## src/rtl/get_4_isog_input_loader.sv

```systemverilog
`default_nettype none
// ----------------------------------------------------------------------------
// get_4_isog_input_loader : word-serial loader for X4_0/X4_1/Z4_0/Z4_1, then
// kicks the get_4_isog controller and reports done.
// Option macro: GET_4_ISOG_LOADER_CHECKSUM_EN (adds XOR checksum output).
// Revision 1.0
// ----------------------------------------------------------------------------
module get_4_isog_input_loader #(
  parameter  int RADIX      = 32,
  parameter  int WIDTH_REAL = 14,
  localparam int ADDR_W     = $clog2(WIDTH_REAL)
) (
  input  logic              clk,
  input  logic              rst,
  input  logic              start,
  output logic              busy,
  output logic              done,
  output logic              error,
  input  logic              in_valid,
  output logic              in_ready,
  input  logic [RADIX-1:0]  in_data,
  input  logic              in_last,
  output logic              mem_X4_0_wr_en,
  output logic              mem_X4_1_wr_en,
  output logic              mem_Z4_0_wr_en,
  output logic              mem_Z4_1_wr_en,
  output logic [ADDR_W-1:0] mem_wr_addr,
  output logic [RADIX-1:0]  mem_din,
  output logic              ctrl_start,
`ifdef GET_4_ISOG_LOADER_CHECKSUM_EN
  output logic [RADIX-1:0]  checksum,
`endif
  input  logic              ctrl_done
);

  typedef enum logic [2:0] {
    S_IDLE = 3'd0,
    S_LOAD = 3'd1,
    S_KICK = 3'd2,
    S_WAIT = 3'd3,
    S_FIN  = 3'd4
  } state_t;

  localparam logic [ADDR_W-1:0] LAST_WORD = ADDR_W'(WIDTH_REAL - 1);

  state_t            state;
  logic [ADDR_W-1:0] word_cnt;
  logic [1:0]        sel;
  logic [3:0]        wr_en;
  logic              accept;
  logic              final_beat;

  assign accept     = in_valid & in_ready;
  assign final_beat = (sel == 2'd3) && (word_cnt == LAST_WORD);

  assign mem_X4_0_wr_en = wr_en[0];
  assign mem_X4_1_wr_en = wr_en[1];
  assign mem_Z4_0_wr_en = wr_en[2];
  assign mem_Z4_1_wr_en = wr_en[3];

  always_ff @(posedge clk) begin
    if (rst) begin
      state       <= S_IDLE;
      busy        <= 1'b0;
      done        <= 1'b0;
      error       <= 1'b0;
      in_ready    <= 1'b0;
      wr_en       <= '0;
      mem_wr_addr <= '0;
      mem_din     <= '0;
      ctrl_start  <= 1'b0;
      word_cnt    <= '0;
      sel         <= 2'd0;
`ifdef GET_4_ISOG_LOADER_CHECKSUM_EN
      checksum    <= '0;
`endif
    end else begin
      wr_en      <= '0;
      ctrl_start <= 1'b0;
      done       <= 1'b0;
      case (state)
        S_IDLE: begin
          if (start) begin
            state    <= S_LOAD;
            busy     <= 1'b1;
            in_ready <= 1'b1;
            error    <= 1'b0;
            word_cnt <= '0;
            sel      <= 2'd0;
`ifdef GET_4_ISOG_LOADER_CHECKSUM_EN
            checksum <= '0;
`endif
          end
        end
        S_LOAD: begin
          if (accept) begin
            wr_en[sel]  <= 1'b1;
            mem_wr_addr <= word_cnt;
            mem_din     <= in_data;
`ifdef GET_4_ISOG_LOADER_CHECKSUM_EN
            checksum    <= checksum ^ in_data;
`endif
            // Framing errors are flagged but never abort the load.
            if (final_beat) begin
              if (!in_last) error <= 1'b1;
              in_ready <= 1'b0;
              state    <= S_KICK;
            end else begin
              if (in_last) error <= 1'b1;
              if (word_cnt == LAST_WORD) begin
                word_cnt <= '0;
                sel      <= sel + 2'd1;
              end else begin
                word_cnt <= word_cnt + ADDR_W'(1);
              end
            end
          end
        end
        // KICK lets the final strobe land before the controller starts.
        S_KICK: begin
          ctrl_start <= 1'b1;
          state      <= S_WAIT;
        end
        S_WAIT: begin
          if (ctrl_done) begin
            done  <= 1'b1;
            state <= S_FIN;
          end
        end
        S_FIN: begin
          busy  <= 1'b0;
          state <= S_IDLE;
        end
        default: state <= S_IDLE;
      endcase
    end
  end

endmodule
`default_nettype wire
```

## config.mk

```make
export PLATFORM = sky130hd
export DESIGN_NAME = get_4_isog_input_loader
export DESIGN_NICKNAME = d
export VERILOG_FILES = /design/src/rtl/get_4_isog_input_loader.sv
export SDC_FILE = /design/constraint.sdc
export NUM_CORES = 1
export LEC_CHECK = 0
export CAP_MARGIN = 20
export CORE_MARGIN = 4
export CORE_UTILIZATION = 45
export CTS_CLUSTER_SIZE = 12
export DETAILED_ROUTE_END_ITERATION = 10
export PLACE_DENSITY = 0.8
export SLEW_MARGIN = 15
export SYNTH_ARGS = -nofsm -noshare
export SYNTH_HDL_FRONTEND = slang
export SYNTH_SLANG_ARGS = --single-unit
```

## constraint.sdc

```tcl
create_clock -name clk -period 3.39 [get_ports clk]
set_input_delay 0.678 -clock clk [delete_from_list [all_inputs] [get_ports clk]]
set_output_delay 0.678 -clock clk [all_outputs]
set_load 0.05 [all_outputs]
```

==> reports/metrics.csv <==
metric,value,unit
slowest_delay,0.83,ns
path_cells,clkdlybuf4s50_1,
drt_iter0_drc,123,
postRouteAntennaNets,0,
gp_congestion,0.883,
ios,83,
place_area,2910,µm²
grt_setup_unrepaired,no,
crit_slowest_cell,clkdlybuf4s50_1,
crit_fanout,5,
netlist_area,2070,µm²
htreeDepth,2,
layout_min_cycle_time,2.20,ns
hpwl,3420,µm
power_density,394,nW/µm²
synth_edf_count,0,
ys_ff_latch,54,
final_layout_size_suffix_gt1_share,5.52,%
diodes,0,
hold_path_class,reg -> reg,
wl_per_cell,12.6,µm
viasPerCell,5.06,
grt_util_met2,28.6,%
hold_viol,0,
cts_buffers,5,
first_pass_iters,4,
slew_headroom,54.1,%
synth_async_sr_flop_share,0,%
insertion_delay,0.30,ns
p_total,0.00118,W
drt-total-wl,4750,µm
post_cts_buffers,0,
antenna_found_initial,0,
port-buffer-count,82,
cts_hold_buf,0,
setup_tns,0,ns
finalSetupViolations,0,
drc,0,
synthToLayoutAreaGrowth,45.1,%
syn-instance-count,247,
synth.avg_cell_area,8.38,µm²
yosys-top-cells-area,"dfxtp_1, nand2_1, a21oi_1, ha_1, and3_1",
fin_crit_sh,65.0,%
fin_ws,1.19,ns
synth-main-ff-cell,dfxtp_1,
fin_area,3000,µm²
coreArea,4410,µm²
die_y,75.8,µm
start_kind,flip-flop,
status,finished clean,
fin_worst_skew,0.00564,ns
cts_tree,yes,
power_leakage,1.06,nW
gr-usage-met3,4.49,%
ys_types,34,
synth_top_area_cell,dfxtp_1,
drv_slew,0,
drv_cap,0,
cts_num_sinks,54,
seq_area_frac_synth,52.2,%
grt_pass1_vias,1742,
die_x,75.8,µm
grt_pass1_wl,7490,µm
critical_path_class,reg -> out,
endpoint_kind,primary output,
synth_warnings,0,
busiest_layer,met2,
ir_worst_vdd,0.241,mV
cpLargestDelayFamily,buffers and inverters,
grt_start_max_net_pins,37,
syn_nets,291,
tightest_slew,0.687,ns
initial_core_util,46.9,%
required,2.71,ns
yosys.area.top_type_share,52.2,%
postCtsResizedCells,0,
place_ws,0.886,ns
grtUsageTotal,16.9,%
fillers,357,
row_count,24,
root_buffer,clkbuf_8,
cts.clk_slew.worst_paths,0.09,ns
die-area,5750,µm²
fin_nets,369,
vias,1912,
critPathArrivalTime,1.53,ns
max_freq,0.454,GHz
gr-usage-met1,20.0,%
path_buf_inv,1,
cts_buffer_depth,2,
grt-ovfl-total,0,
## metal layers
layer | wire (µm) | vias to the layer above
met3 | 437 | 5
met4 | 69 | 0
met5 | 0 | -
met1 | 2030 | 860
li1 | - | 982
met2 | 2210 | 65
## area by class of cell
type	instances	area, µm²	area share, %
clock buffer	7	86.3	2.87
clock inverter	1	5.00	0.167
inverter	6	22.5	0.750
multi-input combinational	172	893	29.7
sequential	54	1080	36.0
tap	52	65.1	2.17
timing repair buffer	86	851	28.3
## report_power, final
| group | internal (W) | leakage, nW | switching (W) |
|---|---|---|---|
| logic | 0.0000771 | 0.578 | 0.0000864 |
| clock network | 0.000165 | 0.0482 | 0.000195 |
| registers | 0.000648 | 0.437 | 0.0000118 |
| total | 0.000890 | 1.06 | 0.000294 |
## synthesized netlist by cell type (2+ instances only)
cell and n:
nand2_1 75, buf_4 2, ha_1 6, nand3_1 5
and3_1 5, nor2_1 6, a21oi_1 45, a221oi_1 2
or4_1 2, o31ai_1 4, dfxtp_1 54, buf_2 4
nor3_1 2, inv_1 6, o21ai_0 3, clkbuf_1 8
## state kept, by name (all words and copies together) (netlist names)
| name | cells |
|---|---|
| sel | 2 |
| wr_en | 4 |
| in_ready | 1 |
| done | 1 |
| word_cnt | 4 |
| busy | 1 |
| state | 3 |
| error | 1 |
| mem_din | 32 |
| mem_wr_addr | 4 |
| ctrl_start | 1 |
## path summary, 6_finish.rpt
check / start / end / slack [ns] / cells past startpoint
worst min register to register: mem_din[16]$_SDFFE_PP0N_ / mem_din[16]$_SDFFE_PP0N_ / 0.46 / 2
worst max-delay path: in_ready$_SDFFE_PP0P_ / in_ready / 1.19 / 1
worst min-delay path: mem_din[16]$_SDFFE_PP0N_ / mem_din[16]$_SDFFE_PP0N_ / 0.46 / 2
worst max register to register: state[0]$_SDFFE_PP0P_ / mem_din[5]$_SDFFE_PP0N_ / 1.24 / 5
## layout by cell type (no fill, tap or decap), types with 3 or more instances in the layout
cell,n
o31ai_1,4
buf_4,4
o21ai_0,3
dfxtp_1,54
nor2_1,5
ha_1,6
nand3_1,5
inv_1,6
nand2_1,75
and3_1,5
clkbuf_8,6
clkdlybuf4s50_1,82
a21oi_1,45
## worst reg2reg max path, cell delays in order, from the launching register on
cell,delay (ns)
dfxtp_1,0.48
or3b_4,0.45
nor2_2,0.52
buf_4,0.37
nand2_1,0.10
a21oi_1,0.14
## cells by family after synthesis
group           Yosys count  share of synthesized area (%)
fa+ha+maj                 6                           3.63
buf+inv                  21                           4.77
simple gates            107                           23.0
compound gates           57                           15.5
flops                    54                           52.2
mux                       1                          0.483
xor+xnor                  1                          0.423
## metrics by stage
| step | instances | util [%] | hold slack, ns |
|---|---|---|---|
| after floorplan | 247 | - | 0.471 |
| after global placement | 370 | 66.0 | 0.441 |
| after detailed placement | 370 | 66.0 | 0.446 |
| after CTS | 378 | 68.1 | 0.459 |
| after global routing | 378 | 68.1 | 0.473 |
| final | 378 | 68.1 | 0.455 |
(Power assumes the default switching activity.)
